### src/rtl/uart_pkg.sv
// Shared constants and state encoding for the UART line processing stage.
// Also holds the ASCII upper-case helper used on the transmit path.
package uart_pkg;

    localparam logic [7:0] ASCII_CR    = 8'h0D;
    localparam logic [7:0] ASCII_LF    = 8'h0A;
    localparam logic [7:0] ASCII_BS    = 8'h08;
    localparam logic [7:0] ASCII_DEL   = 8'h7F;
    localparam logic [7:0] ASCII_LC_A  = 8'h61;
    localparam logic [7:0] ASCII_LC_Z  = 8'h7A;
    localparam logic [7:0] CASE_OFFSET = 8'h20;

    localparam logic [1:0] ST_ENC_COLLECT = 2'd0;
    localparam logic [1:0] ST_ENC_SEND    = 2'd1;
    localparam logic [1:0] ST_ENC_SEND_CR = 2'd2;
    localparam logic [1:0] ST_ENC_SEND_LF = 2'd3;

    typedef enum logic [1:0] {
        ST_COLLECT = ST_ENC_COLLECT,
        ST_SEND    = ST_ENC_SEND,
        ST_SEND_CR = ST_ENC_SEND_CR,
        ST_SEND_LF = ST_ENC_SEND_LF
    } state_t;

    function automatic logic [7:0] to_upper(input logic [7:0] b);
        logic [7:0] r;
        if ((b >= ASCII_LC_A) && (b <= ASCII_LC_Z)) begin
            r = b - CASE_OFFSET;
        end else begin
            r = b;
        end
        return r;
    endfunction

endpackage

### src/rtl/line_buffer.sv
// Byte line buffer: synchronous write port, asynchronous read port.
// Contents are not reset; validity is tracked by the owner's length counter.
module line_buffer #(
    parameter int MAX_LEN = 16,
    parameter int AW      = 4
) (
    input  logic          clk,
    input  logic          we,
    input  logic [AW-1:0] waddr,
    input  logic [7:0]    wdata,
    input  logic [AW-1:0] raddr,
    output logic [7:0]    rdata
);

    logic [7:0] mem_r [MAX_LEN];

    // Store one byte per write strobe
    always_ff @(posedge clk) begin
        if (we) begin
            mem_r[waddr] <= wdata;
        end
    end

    assign rdata = mem_r[raddr];

endmodule

### src/rtl/uart_line_processor.sv
// Pops RX bytes into a line buffer with backspace editing and, on CR/LF,
// pushes the upper-cased line followed by CR LF into the TX FIFO.
module uart_line_processor
    import uart_pkg::*;
#(
    parameter int MAX_LEN = 16,
    parameter int CNT_W   = 5
) (
    input  logic             CLK,
    input  logic             RST_N,
    input  logic             rx_empty,
    input  logic [7:0]       rx_data,
    output logic             rd_uart,
    input  logic             tx_full,
    output logic [7:0]       wr_data,
    output logic             wr_uart,
    output logic [CNT_W-1:0] line_len,
    output logic             overflow,
    output logic             busy
);

    localparam int AW = $clog2(MAX_LEN);

    state_t           state_r;
    logic [CNT_W-1:0] idx_r;
    logic [CNT_W-1:0] idx_next_s;
    logic             pop_s;
    logic             is_term_s;
    logic             is_bs_s;
    logic             room_s;
    logic             store_s;
    logic             push_ok_s;
    logic [7:0]       rdata_s;

    // Gating on rd_uart guarantees an idle cycle between pops for the FIFO flag
    assign pop_s      = (state_r == ST_COLLECT) && !rx_empty && !rd_uart;
    assign is_term_s  = (rx_data == ASCII_CR) || (rx_data == ASCII_LF);
    assign is_bs_s    = (rx_data == ASCII_BS) || (rx_data == ASCII_DEL);
    assign room_s     = (line_len < CNT_W'(MAX_LEN));
    assign store_s    = pop_s && !is_term_s && !is_bs_s && room_s;
    assign push_ok_s  = !tx_full && !wr_uart;
    assign idx_next_s = idx_r + CNT_W'(1);

    line_buffer #(
        .MAX_LEN (MAX_LEN),
        .AW      (AW)
    ) u_line_buffer (
        .clk   (CLK),
        .we    (store_s),
        .waddr (line_len[AW-1:0]),
        .wdata (rx_data),
        .raddr (idx_r[AW-1:0]),
        .rdata (rdata_s)
    );

    // Line collection / transmission FSM with registered strobes and status
    always_ff @(posedge CLK) begin
        if (!RST_N) begin
            state_r  <= ST_COLLECT;
            idx_r    <= '0;
            line_len <= '0;
            overflow <= 1'b0;
            busy     <= 1'b0;
            rd_uart  <= 1'b0;
            wr_uart  <= 1'b0;
            wr_data  <= 8'h00;
        end else begin
            case (state_r)
                ST_COLLECT: begin
                    wr_uart <= 1'b0;
                    busy    <= 1'b0;
                    rd_uart <= pop_s;
                    if (pop_s) begin
                        if (is_term_s) begin
                            if (line_len != '0) begin
                                idx_r   <= '0;
                                state_r <= ST_SEND;
                            end
                        end else if (is_bs_s) begin
                            if (line_len != '0) begin
                                line_len <= line_len - CNT_W'(1);
                            end
                        end else if (room_s) begin
                            line_len <= line_len + CNT_W'(1);
                        end else begin
                            overflow <= 1'b1;
                        end
                    end
                end
                ST_SEND: begin
                    rd_uart <= 1'b0;
                    busy    <= 1'b1;
                    if (push_ok_s) begin
                        wr_data <= to_upper(rdata_s);
                        wr_uart <= 1'b1;
                        idx_r   <= idx_next_s;
                        if (idx_next_s == line_len) begin
                            state_r <= ST_SEND_CR;
                        end
                    end else begin
                        wr_uart <= 1'b0;
                    end
                end
                ST_SEND_CR: begin
                    rd_uart <= 1'b0;
                    busy    <= 1'b1;
                    if (push_ok_s) begin
                        wr_data <= ASCII_CR;
                        wr_uart <= 1'b1;
                        state_r <= ST_SEND_LF;
                    end else begin
                        wr_uart <= 1'b0;
                    end
                end
                ST_SEND_LF: begin
                    rd_uart <= 1'b0;
                    if (push_ok_s) begin
                        wr_data  <= ASCII_LF;
                        wr_uart  <= 1'b1;
                        line_len <= '0;
                        overflow <= 1'b0;
                        busy     <= 1'b0;
                        state_r  <= ST_COLLECT;
                    end else begin
                        wr_uart <= 1'b0;
                        busy    <= 1'b1;
                    end
                end
                default: begin
                    state_r <= ST_COLLECT;
                    rd_uart <= 1'b0;
                    wr_uart <= 1'b0;
                    busy    <= 1'b0;
                end
            endcase
        end
    end

endmodule

### config.mk
export PLATFORM = sky130hd
export DESIGN_NAME = uart_line_processor
export DESIGN_NICKNAME = d
export VERILOG_FILES = /design/src/rtl/uart_pkg.sv /design/src/rtl/line_buffer.sv /design/src/rtl/uart_line_processor.sv
export SDC_FILE = /design/constraint.sdc
export NUM_CORES = 1
export LEC_CHECK = 0
export BUFFER_PORTS_ARGS = -buffer_cell sky130_fd_sc_hd__buf_2
export CAP_MARGIN = 20
export CORE_ASPECT_RATIO = 0.75
export CORE_MARGIN = 3
export CORE_UTILIZATION = 39
export DETAILED_ROUTE_END_ITERATION = 7
export REMOVE_ABC_BUFFERS = 1
export SLEW_MARGIN = 0
export SYNTH_ARGS = -nofsm -noshare
export SYNTH_HDL_FRONTEND = slang
export SYNTH_SLANG_ARGS = --single-unit
### constraint.sdc
create_clock -name CLK -period 6 [get_ports CLK]
set_input_delay 0.6 -clock CLK [delete_from_list [all_inputs] [get_ports CLK]]
set_output_delay 0.6 -clock CLK [all_outputs]
set_load 0.03 [all_outputs]
# --- Yosys cells after proc, flatten, opt, wreduce, memory -nomap -nowiden ---
# Memories as Yosys holds them, arrays and structs flattened. A register that Yosys moved wholly into a read port is not among the register bits.
# Index checks and enable logic that the tools add are counted.
classes:
  mux: 40
  eq_ne: 20
  reduce_logical: 27
  addsub: 4
  order_cmp: 3
ops:
  columns: ["op", "count"]
  rows:
  - ["$mux 5", 10]
  - ["$mux 8", 4]
  - ["$eq 8x4->1 const B", 3]
  - ["$pmux 8 s3", 1]
  - ["$pmux 5 s2", 2]
  - ["$ne 2x2->1 const B", 9]
  - ["$mux 2", 7]
  - ["$reduce_and 6->1", 2]
  - ["$add 5x1->5 const B", 2]
  - ["$mux 1", 9]
  - ["$eq 8x7->1 const B", 1]
  - ["$ge 8x7->1 const B", 1]
  - ["$le 8x7->1 const B", 1]
  - ["$mux 4", 2]
  - ["$pmux 2 s4", 1]
  - ["$sub 8x6->8 const B", 1]
  - ["$logic_and 1x1->1", 7]
  - ["$reduce_and 7->1", 1]
  - ["$logic_not 1->1", 6]
  - ["$pmux 1 s2", 3]
  - ["$eq 5x5->1", 1]
  - ["$lt 5x5->1 const B", 1]
  - ["$reduce_and 5->1", 1]
  - ["$reduce_bool 5->1", 1]
  - ["14 further kinds", 17]
word_totals:
  register_bits: 24
  mem_count: 1
  out_inout_bits: 17
  mem_bits_rw: 128
  inputBits: 12
memory_table:
  columns: ["name", "words", "word_bits", "read_ports", "rd_ports_with_merged_regs", "write_ports", "line_no", "source"]
  rows:
  - ["u_line_buffer.mem_r", 16, 8, 1, 1, 1, "line_buffer.sv:15", "logic [7:0] mem_r [MAX_LEN];"]

# --- Logic depth before layout (Yosys ltp) ---
# Gate-level depths: netlist (run 1).
depth:
  depth_word: 8
  depth_mapped: 11
  ltp_nobuf: 11

# --- Modules after synthesis ---
# Synthesis (run 1) repeated with hierarchy kept, for this count alone.
unflattened:
  hier_cells: 402
  hier_area_um2: 6611.3
modules_own_cells:
  columns: ["module", "n_inst", "seq_area_each_um2", "area_each_um2", "cells_per_inst"]
  rows:
  - ["line_buffer", 1, 3843.7, 4987.3, 221]
  - ["uart_line_processor", 1, 480.5, 1624.1, 181]

# --- Worst setup path before layout (run 1) ---
# Ideal clock, no wire load.
synth_path:
  path_type: "input port to flip-flop"
  startpoint: "in rx_data[7]"
  endpoint: "mem u_line_buffer.mem_r[1][0] (enable)"
  t_arrival_ns: 2.581
  slack_ns: 3.021
  setup_ns: 0.398
  t_required_ns: 5.602
  path_buffers: 0
  path_stages: 6
  path_cell_list: "nand4b_1 a2bb2o_1 nand2_1 inv_1 or3_1 nor4b_1"
synth_between:
  elab_chain_cells: 8
  elab_cells_between_ends: 13
synth_lines:
  columns: ["element", "line_no", "source"]
  rows:
  - ["start, declared", "uart_line_processor.sv:12", "input logic [7:0] rx_data,"]
  - ["$eq 8x4->1", "uart_line_processor.sv:37", "assign is_term_s = (rx_data == ASCII_CR) || (rx_data == ASCII_LF);"]
  - ["$logic_or 1x1->1", "uart_line_processor.sv:37", null]
  - ["$logic_not 1->1", "uart_line_processor.sv:40", "assign store_s = pop_s && !is_term_s && !is_bs_s && room_s;"]
  - ["$logic_and 1x1->1", "uart_line_processor.sv:40", null]
  - ["$logic_and 1x1->1 * (2 in series)", "uart_line_processor.sv:40", null]
  - ["$mux 1 *", "line_buffer.sv:19", "if (we) begin"]
  - ["$mux 1 (not written as such) *", "line_buffer.sv:20", "mem_r[waddr] <= wdata;"]
  - ["end, declared", "line_buffer.sv:15", null]
# Mark *: on every way between the ends. The rest lies on a longest branch, timed or not.

# --- Final worst setup path (run 1) ---
layout_path:
  startpoint: "reg state_r[1]"
  endpoint: "mem u_line_buffer.mem_r[7][0] (enable)"
layout_between:
  elab_chain_cells: 8
layout_lines:
  columns: ["element", "line_no", "source"]
  rows:
  - ["start, declared", "uart_line_processor.sv:24", "state_t state_r;"]
  - ["start signal, assigned", "uart_line_processor.sv:59", "state_r <= ST_COLLECT;"]
  - ["start signal, assigned", "uart_line_processor.sv:77", "state_r <= ST_SEND;"]
  - ["start signal, assigned", "uart_line_processor.sv:98", "state_r <= ST_SEND_CR;"]
  - ["$logic_not 2->1", "uart_line_processor.sv:36", "assign pop_s = (state_r == ST_COLLECT) && !rx_empty && !rd_uart;"]
  - ["$logic_and 1x1->1 (2 in series)", "uart_line_processor.sv:36", null]
  - ["$logic_and 1x1->1 (3 in series)", "uart_line_processor.sv:40", null]
  - ["$mux 1", "line_buffer.sv:19", null]
  - ["$mux 1 (not written as such)", "line_buffer.sv:20", null]
# Every way passes these cells.

==> summary.md, run 1 <==
| Metric | Value |
|---|---|
| Outcome | finished, final reports clean |
| Critical R2R Launch | state_r[1]$_SDFFE_PN0P_ |
| Antenna violations before repair | 0 |
| Worst reg-to-reg path cell count | 7 |
| Met1 usage | 25.6% |
| Slew Limit Fails | 0 |
| Layout Skew | 0.00790 ns |
| DP Area | about 7000 um2 |
| Largest family of logic cells by synthesized area | multiplexers |
| Reg-to-reg endpoint | u_line_buffer.mem_r[7][0]$_DFFE_PP_ |
| Max VDD drop | between 200 and 250 uV |
| R2R setup slack | 2.60 ns |
| Initial DRC Count | 446 |
| Final net count | 471 |
| WP data arrival | ~3.4 ns |
| Sink Count | 156 |
| Maximum clock insertion buffer count | 2 |
| Layout cells sized above 1 | between 20% and 30% |
| Placed wire-length estimate | 10.1 mm |
| Final period util | 56.6% |
| Xor and xnor area share after synthesis | 1.75% |
| M3 GR Usage | 5.16% |
| Async S/R FF share, synth | 0% |
| Synth Instances | 403 |
| Max FO, Critical Path | 11 |
| Critical path startpoint | state_r[1]$_SDFFE_PN0P_ |
| Die height | roughly 120 um |
| Startpoint Class | flop |
| Simple-gate area share of the yosys netlist | 9.02% |
| Max Freq | between 200 and 300 MHz |
| Worst min path class | in -> reg |
| #FFs+latches synth | 156 |
| Vias in the first global route | 3849 |
| Top FF cell, synth | edfxtp_1 |
| Min-Delay Endpoint | wr_uart$_SDFF_PN0_ |
| Synth Area per Inst | 16.5 um2 |
| Mux contribution to synthesized area | 13.5% |
| Synth Warn # | 0 |
| Number of routed nets with antenna violations | 0 |
| Hold Violations, Final | 0 |
| Routed WL | 15.4 mm |
| Sequential fraction of the synthesis area | 66.3% |
| Post-Route Setup TNS | 0 ns |
| I/O pin cnt | 29 |
| Power per Cell Area | 325 nW/um2 |
| Die X | 157 um |
| P_leak | between 2 and 3 nW |
| Count of cells resized by post-cts repair | 0 |
| Core area | 16400 um2 |
| Final Critical Period | 3.40 ns |
| Clock root cell | clkbuf_16 |
| Pre-antenna DRT Iters | 5 |
| DRC | 0 |
| Commonest non-fill, non-tap cell in the layout | edfxtp_1 |
| Cts-stage hold buffer count | 0 |
| GRT Total Usage | 17.2% |
| Routed WL per cell | roughly 23 um |
| Worst-skew pair later-pin latency | roughly 0.42 ns |
| Compound-Gate Fraction of Synth Area | 5.20% |
| Crit Path Class | reg -> reg |
| Synthesis-to-layout area growth | 17.1% |
| Overflow after GRT | 0 |
| Fin Hold WS | slightly below 0.5 ns |
| Post-CTS Setup Bufs | 0 |
| Avg Vias per Cell | 5.73 |
| Routability cong. | 0.832 |
| Max-Cap Viols | 0 |
| Clk slew on worst S/H paths | 0.06 ns |
| Standard-cell rows | 40 |
| First-pass GRT wire length | 23.2 mm |
| Synth cell types | 56 |
| Post-synth EDFFs | roughly 130 |
| Final setup viols | 0 |
| Final Core Density | a little under half |
| CP endpoint kind | flop |
| Via count | 3846 |
| TritonCTS buffer count | 17 |
| Slew HR | around 29% |
| Hold Crit Start | tx_full |
| CTS tree | yes |
| Post-Syn Area | around 6600 um2 |
| RSZ-0062 raised after global routing | no |
| Gr busiest metal | met1 |
| Commonest cells after routing, fill and taps aside | edfxtp_1, buf_2, mux4_2, dfxtp_1, nor2_1 |
| Adder-cell area share of the yosys netlist | under 10% |
| Worst EP required | slightly above 6 ns |
| Hold path cells | 3 |
| Largest net degree at the start of global routing | 33 |
| GR Layer Usage met2 | approximately a quarter |
| Overall power | around 2.5 mW |
| Slew @ Worst Pin | 1.06 ns |
| H-tree depth | 4 |
| Fin area | 7780 um2 |
| Diodes inserted | 0 |
| PortBufs | 28 |
| Initial Util | 40.6% |
| Die area | roughly 19000 um2 |
==> worst max path at each step <==
stage                                                endpoint  slack, ns  depth (start not counted)
after floorplan                       wr_data[6]$_SDFFE_PN0P_       2.88                          6
after global placement    u_line_buffer.mem_r[1][0]$_DFFE_PP_       2.48                          7
after detailed placement  u_line_buffer.mem_r[3][4]$_DFFE_PP_       2.38                          7
after CTS                 u_line_buffer.mem_r[7][0]$_DFFE_PP_       2.66                          7
after global routing      u_line_buffer.mem_r[7][4]$_DFFE_PP_       2.44                          7
final                     u_line_buffer.mem_r[7][0]$_DFFE_PP_       2.60                          7
==> cells by family (layout without fill, tap and decap cells) <==
group / Yosys count / count (layout)
flip-flops: 156 / 156
adder cells (fa/ha/maj): 11 / 11
buffers and inverters: 23 / 81
AND/OR/NAND/NOR: 113 / 113
XOR/XNOR: 10 / 10
AO/OA/AOI/OAI: 47 / 47
multiplexers: 43 / 43
==> power by group <==
group / switching (mW) / total (mW) / internal (mW) / leakage, nW
Combinational: 0.0549 / 0.0833 / 0.0284 / 0.946
Sequential: 0.00858 / 1.19 / 1.18 / 1.38
Clock: 0.434 / 1.26 / 0.823 / 0.331
Total: 0.497 / 2.53 / 2.03 / 2.66
==> per-layer routing <==
| metal | part of all wire (%) | wire length (um) | up-vias |
|---|---|---|---|
| met5 | 0 | 0 | - |
| met4 | 1.6 | 246 | 0 |
| met3 | 7.2 | 1120 | 26 |
| met2 | 45 | 6870 | 146 |
| met1 | 47 | 7200 | 1982 |
| li1 | - | - | 1692 |
==> synthesized netlist by cell type (2+ instances only) <==
cell | instances | area share [%]
a21oi_1 | 6 | 0.45
nor2b_1 | 14 | 1.3
or2_2 | 3 | 0.28
nand3_1 | 13 | 0.98
nor2_1 | 22 | 1.2
inv_1 | 4 | 0.23
buf_6 | 2 | 0.34
dfxtp_1 | 28 | 8.4
o21bai_1 | 2 | 0.23
mux4_2 | 27 | 9.2
a31oi_1 | 2 | 0.19
xnor2_1 | 7 | 0.92
a21o_1 | 2 | 0.23
or3_1 | 3 | 0.28
o21ai_0 | 6 | 0.45
edfxtp_1 | 128 | 58
clkbuf_1 | 11 | 0.62
nand2_1 | 19 | 1.1
nor4b_1 | 3 | 0.40
mux4_1 | 8 | 3.2
a21boi_0 | 7 | 0.79
buf_2 | 2 | 0.15
mux2i_1 | 7 | 1.1
ha_1 | 10 | 1.9
o211a_1 | 4 | 0.60
and2_1 | 3 | 0.28
nor3_1 | 6 | 0.45
nor4_1 | 7 | 0.66
nor3b_1 | 3 | 0.34
a22oi_1 | 7 | 0.79
nand2b_1 | 5 | 0.47
and3_1 | 8 | 0.75
==> flip-flops by register name, summed over array words and instances, names as in the netlist, named ones only <==
name	count
u_line_buffer.mem_r	128
wr_data	8
idx_r	5
line_len	5
state_r	2
busy	1
overflow	1
rd_uart	1
wr_uart	1
==> area by class of cell <==
class                      instances  area (um2)
clock buffer                      17         425
clock inverter                    15         269
fill                            1378        8590
inverter                           5        18.8
multi-input combinational        224        2130
sequential                       156        4410
tap                              210         263
timing repair buffer              44         265
==> critical path, cell delays in order, from the launching register on <==
cell and delay, ns:
dfxtp_1 0.39, inv_1 0.11, ha_1 0.38, nand2_1 0.20, a211oi_1 0.45, nand2_1 0.26
or2_2 0.39, nor2_1 0.82
==> per-stage QoR <==
stage               worst slack, ns  instances
finish                         2.60        671
global route                   2.44        671
CTS                            2.66        669
detailed placement             2.38        637
global placement               2.48        634
floorplan                      2.88        385
Note: power is estimated with default switching activity, not from simulation.
==> run 2: changes to the inputs <==
clock period = 3.1 ns   (was 6 ns; I/O delays follow)
==> run 2 against run 1 <==
Net effect:
- combinational power increased by 100%
- clock power rose by 51%
- total power up 73%
- via count fell by 0.44%
- first-iteration DRC count shrank 27%
- setup slack lost 2.1 ns
- count of clock-buffer cells in the layout grew 6
- hold slack got worse by 0.29 ns
- critical path type unchanged
- sequential share of layout area up 0.11 points
- core utilization decreased by 0.092 points
==> summary.md, run 2 (synthesized netlist as in run 1, its figures left out) <==
| Metric | Value |
|---|---|
| Post-CTS Setup Bufs | 0 (unchanged) |
| Largest registers | u_line_buffer.mem_r (128), wr_data (8) |
| Die X | 157 um (unchanged) |
| Max Freq | 378 MHz (+29%) |
| Die area | 18600 um2 (unchanged) |
| Placed wire-length estimate | 9.86 mm (-2.2%) |
| Worst-skew pair later-pin latency | 0.41 ns (about the same) |
| Final period util | 85.3% (+29 points) |
| CTS tree | yes |
| Post-Route Setup TNS | 0 ns (unchanged) |
| Reg with most FFs | u_line_buffer.mem_r |
| Multi-input combinational cell area | 2130 um2 (unchanged) |
| Routed WL | 14.7 mm (-5.1%) |
| Slew HR | 53.4% (+24 points) |
| Initial Util | 40.6% (unchanged) |
| Routed WL per cell | 21.3 um (-7.3%) |
| Overflow after GRT | 0 (unchanged) |
| Antenna violations before repair | 0 (unchanged) |
| Initial DRC Count | 327 (-27%) |
| Final Critical Period | 2.64 ns (-0.754 ns) |
| Slew Limit Fails | 0 (unchanged) |
| WP data arrival | 2.76 ns (-0.68 ns) |
| Final setup viols | 0 (unchanged) |
| Number of routed nets with antenna violations | 0 (unchanged) |
| Avg Vias per Cell | 5.57 (-2.8%) |
| Sink Count | 156 (unchanged) |
| Crit Path Class | reg -> reg |
| Sequential cell area | 4410 um2 (unchanged) |
| Maximum clock insertion buffer count | 2 (unchanged) |
| Fin area | 7760 um2 (-0.19%) |
| PortBufs | 28 (unchanged) |
| Max reg flops | 128 (unchanged) |
| RSZ-0062 raised after global routing | no |
| Clock root cell | clkbuf_16 |
| Power per Cell Area | 563 nW/um2 (+73%) |
| Clk slew on worst S/H paths | 0.06 ns (about the same) |
| Pre-antenna DRT Iters | 7 (+2) |
| Die height | 119 um (unchanged) |
| Final net count | 487 (+3.4%) |
| Layout cells sized above 1 | 26.8% (+1.9 points) |
| CP endpoint kind | flop |
| Core area | 16400 um2 (unchanged) |
| Overall power | 4.37 mW (+73%) |
| Fin cells | 687 (+2.4%) |
| Final Core Density | 47.4% (-0.092 points) |
| Max VDD drop | 402 uV (+86%) |
| Fill count | 1371 (-0.51%) |
| TritonCTS buffer count | 17 (unchanged) |
| Outcome | finished, final reports clean |
| Worst min path class | in -> reg |
| H-tree depth | 4 (unchanged) |
| Largest net degree at the start of global routing | 25 (-24%) |
| I/O pin cnt | 29 (unchanged) |
| Commonest cells after routing, fill and taps aside | edfxtp_1, buf_4, buf_2, mux4_2, dfxtp_1 |
| Startpoint Class | flop |
| Final worst slack | 0.457 ns (-2.15 ns) |
| GRT Total Usage | 16.4% (-0.78 points) |
| Count of cells resized by post-cts repair | 0 (unchanged) |
| Max FO, Critical Path | 11 (unchanged) |
| Routability cong. | 0.791 (-4.9%) |
| Commonest non-fill, non-tap cell in the layout | edfxtp_1 |
| Fin Hold WS | 0.202 ns (-0.287 ns) |
| P_leak | 2.67 nW (+0.56%) |
| Layout Skew | 0.00832 ns (+0.000422 ns) |
| Cts-stage hold buffer count | 0 (unchanged) |
| Worst EP required | 3.21 ns (-2.83 ns) |
| DRC | 0 (unchanged) |
| Diodes inserted | 0 (unchanged) |
| Hold Violations, Final | 0 (unchanged) |
| Via count | 3829 (-0.44%) |
| Synthesis-to-layout area growth | 16.9% |
| Max-Cap Viols | 0 (unchanged) |
| Slew @ Worst Pin | 0.699 ns (-0.357 ns) |
| First-pass GRT wire length | 22.7 mm (-2.2%) |
| Standard-cell rows | 40 (unchanged) |
| Vias in the first global route | 3884 (+0.91%) |
| Inst Count DP | 655 (+2.8%) |
| Pre-CTS setup slack | 0.243 ns (-2.14 ns) |
| DP Area | 7220 um2 (+2.2%) |
-- run 2: cell count changes in the layout (fill, tap and decap cells not counted), sizes merged --
cell      before  now
inv            5    8
clkinvlp       2    3
clkbuf        17   23
clkinv         6    3
bufinv         7    0
buf           44   60
-- run 2: area by class of cell --
| type | count | share of cell area, % |
|---|---|---|
| well taps | 210 | 3.38 |
| clock buffers | 23 | 6.17 |
| inverters | 5 | 0.242 |
| multi-input cells | 224 | 27.5 |
| repair buffers | 60 | 5.22 |
| flip-flops and latches | 156 | 56.8 |
| clock inverters | 9 | 0.774 |
-- run 2: worst max-delay path: stages, from the launching register on --
cell      delay (ns)
dfxtp_1         0.39
inv_1           0.11
ha_1            0.36
nand2_1         0.18
a211oi_1        0.23
buf_4           0.16
nand2_1         0.07
buf_4           0.18
nor4_1          0.43
buf_4           0.24
-- run 2: routing by layer --
layer  global-route usage [%]  up-vias  share of wire (%)
met5                        0        -                  0
met3                     4.54       14                6.2
met4                     3.94        0               0.95
met1                     24.1     1973                 48
met2                     24.5      116                 45
li1                         -     1726                  -
-- run 2: final timing paths --
kind	endpoint	depth (start not counted)	slack, ns	start
setup / recovery	u_line_buffer.mem_r[14][4]$_DFFE_PP_	9	0.46	state_r[1]$_SDFFE_PN0P_
hold / removal	wr_uart$_SDFF_PN0_	3	0.20	tx_full
setup reg to reg	u_line_buffer.mem_r[14][4]$_DFFE_PP_	9	0.46	state_r[1]$_SDFFE_PN0P_
hold reg to reg	overflow$_SDFFE_PN0P_	2	0.52	overflow$_SDFFE_PN0P_
-- run 2: power by group --
group          internal, mW  leakage, nW  switching, mW
clock                  1.09        0.260          0.805
sequential             2.29         1.38         0.0151
combinational        0.0612         1.03          0.106
total                  3.44         2.67          0.926
==> run 3: changes to the inputs <==
==> constraint.sdc (replaced) <==
create_clock -name CLK -period 3.1 [get_ports CLK]
set_input_delay 0 -clock CLK [delete_from_list [all_inputs] [get_ports CLK]]
set_output_delay 0 -clock CLK [all_outputs]
set_load 0.03 [all_outputs]
==> run 3 against run 2 <==
Net effect:
- clock power is 6% higher
- die area stayed put
- largest power group unchanged
- via count is 0.55% lower
- register-to-register slack better by 0.04 ns
- sequential power hardly changed
- non-clock buffer count is 4 higher
- first-iteration DRC count is 1.5% higher
- wire length is 0.77% higher
- combinational power is 7% higher
- hold slack worse by 0.20 ns
==> summary.md, run 3 (synthesized netlist as in run 1, its figures left out) <==
| Metric | Value |
|---|---|
| Avg Vias per Cell | 5.51 (-1.1%) |
| Final setup viols | 0 (unchanged) |
| Reg with most FFs | u_line_buffer.mem_r |
| Pre-antenna DRT Iters | 4 (-3) |
| Clk pwr share | 44.8% (+1.3 points) |
| Outcome | finished, final reports clean |
| P_leak | 2.68 nW (+0.30%) |
| Number of routed nets with antenna violations | 0 (unchanged) |
| Post-Route Setup TNS | 0 ns (unchanged) |
| Final Core Density | 47.8% (+0.36 points) |
| Pre-CTS setup slack | 0.423 ns (+0.181 ns) |
| Initial Util | 40.6% (unchanged) |
| Multi-input combinational cell area | 2130 um2 (unchanged) |
| Clock root cell | clkbuf_16 |
| Layout cells sized above 1 | 26.0% (-0.85 points) |
| DP Area | 7170 um2 (-0.76%) |
| Sink Count | 156 (unchanged) |
| Worst EP required | 3.44 ns (+0.23 ns) |
| Pint | 3.54 mW (+2.7%) |
| Largest net degree at the start of global routing | 26 (+4.0%) |
| CTS tree | yes |
| Initial DRC Count | 332 (+1.5%) |
| Antenna violations before repair | 0 (unchanged) |
| Switch Pwr | 0.950 mW (+2.6%) |
| Sw Share | 21.2% (about the same) |
| Max FO, Critical Path | 18 (+7) |
| GR Layer Usage met2 | 22.9% (-1.5 points) |
| Max reg flops | 128 (unchanged) |
| Final net count | 491 (+0.82%) |
| Max VDD drop | 396 uV (-1.4%) |
| Fin cells | 691 (+0.58%) |
| Overall power | 4.49 mW (+2.7%) |
| Sequential cell area | 4410 um2 (unchanged) |
| Placed wire-length estimate | 10.2 mm (+3.6%) |
| M3 GR Usage | 4.21% (-0.33 points) |
| Worst min path class | in -> reg |
| Layout Skew | 0.0117 ns (+0.00342 ns) |
| TritonCTS buffer count | 17 (unchanged) |
| Final worst slack | 0.330 ns (-0.127 ns) |
| Worst-skew pair later-pin latency | 0.42 ns (about the same) |
| Fin area | 7820 um2 (+0.76%) |
| Combinational fraction of design power | 4.0% (+0.2 points) |
| Standard-cell rows | 40 (unchanged) |
| Max-Cap Viols | 0 (unchanged) |
| CP endpoint kind | flop |
| Fin Hold WS | 0.00413 ns (-0.198 ns) |
| RSZ-0062 raised after global routing | no |
| PortBufs | 28 (unchanged) |
| Core area | 16400 um2 (unchanged) |
| Die area | 18600 um2 (unchanged) |
| Routed WL per cell | 21.4 um (+0.19%) |
| I/O pin cnt | 29 (unchanged) |
| Reg power frac | 51.2% (-1.5 points) |
| Diodes inserted | 0 (unchanged) |
| Inst Count DP | 651 (-0.61%) |
| H-tree depth | 4 (unchanged) |
| Largest registers | u_line_buffer.mem_r (128), wr_data (8) |
| Final period util | 89.4% (+4.1 points) |
| Fill count | 1371 (unchanged) |
| Power per Cell Area | 574 nW/um2 (+1.9%) |
| Final Critical Period | 2.77 ns (+0.127 ns) |
| Crit Path Class | in -> reg |
| Gr busiest metal | met1 |
| Clk slew on worst S/H paths | 0.06 ns (about the same) |
| Synthesis-to-layout area growth | 17.8% |
| Startpoint Class | input port |
| Maximum clock insertion buffer count | 2 (unchanged) |
| Overflow after GRT | 0 (unchanged) |
| Vias in the first global route | 3810 (-1.9%) |
| Slew HR | 63.0% (+9.6 points) |
| Slew Limit Fails | 0 (unchanged) |
| Commonest cells after routing, fill and taps aside | edfxtp_1, buf_2, buf_4, mux4_2, dfxtp_1 |
| Die height | 119 um (unchanged) |
| First-pass GRT wire length | 23.1 mm (+1.6%) |
| Routability cong. | 0.836 (+5.7%) |
| GRT Total Usage | 16.7% (+0.29 points) |
| WP data arrival | 3.11 ns (+0.35 ns) |
| Hold Violations, Final | 0 (unchanged) |
| Via count | 3808 (-0.55%) |
| DRC | 0 (unchanged) |
| Met1 usage | 26.0% (+1.9 points) |
| Max Freq | 361 MHz (-4.6%) |
| Post-CTS Setup Bufs | 0 (unchanged) |
| Routed WL | 14.8 mm (+0.77%) |
| Die X | 157 um (unchanged) |
| Slew @ Worst Pin | 0.555 ns (-0.143 ns) |
| Commonest non-fill, non-tap cell in the layout | edfxtp_1 |
-- run 3: changes by cell type in the layout (fill, tap and decap cells not counted), sizes merged --
| cell | delta |
|---|---|
| clkinvlp | +3 |
| clkinv | +2 |
| bufinv | +2 |
| clkbuf | -5 |
| buf | -4 |
| dlygate4sd3 | +8 |
| inv | -2 |
-- run 3: path summary, 6_finish.rpt --
| check | startpoint | end | slack (ns) | cells past startpoint |
|---|---|---|---|---|
| worst max-delay path | rx_data[4] | line_len[1]$_SDFFE_PN0P_ | 0.33 | 10 |
| worst min register to register | overflow$_SDFFE_PN0P_ | overflow$_SDFFE_PN0P_ | 0.51 | 2 |
| worst min-delay path | rx_data[5] | u_line_buffer.mem_r[14][5]$_DFFE_PP_ | 0.004 | 1 |
| worst max register to register | flop | wr_data[7]$_SDFFE_PN0P_ | 0.50 | 6 |
-- run 3: what timing repair did --
action,CTS,global route
hold buffers,8,0
hold endpoints to repair,48,0
gates resized for setup,0,0
-- run 3: layout make-up --
class                   count  share of cell area (%)
repair buffers             64                    5.50
well taps                 210                    3.36
clock inverters            14                    1.84
inverters                   5                   0.240
multi-input cells         224                    27.2
flip-flops and latches    156                    56.3
clock buffers              18                    5.49
-- run 3: power by group through the flow --
stage	sequential, mW	combinational (mW)	clock [mW]
floorplan	2.35	0.0736	0
global placement	2.34	0.164	0
detailed placement	2.34	0.168	0
CTS	2.30	0.177	2.04
global route	2.30	0.194	2.15
finish	2.30	0.178	2.01
-- run 3: critical path: stages --
cell and delay, ns:
dlygate4sd3_1 0.54, buf_2 0.23, nor4_1 0.53, a2bb2o_1 0.29, nand2_1 0.09, ha_1 0.20
o31ai_1 0.24, nand3_1 0.30, or3b_2 0.52, a21boi_0 0.17
-- run 3: routing by layer --
metal / wire (um) / part of all wire (%)
met1: 6790 / 46
met5: 0 / 0
met2: 6330 / 43
met3: 1460 / 9.9
met4: 192 / 1.3
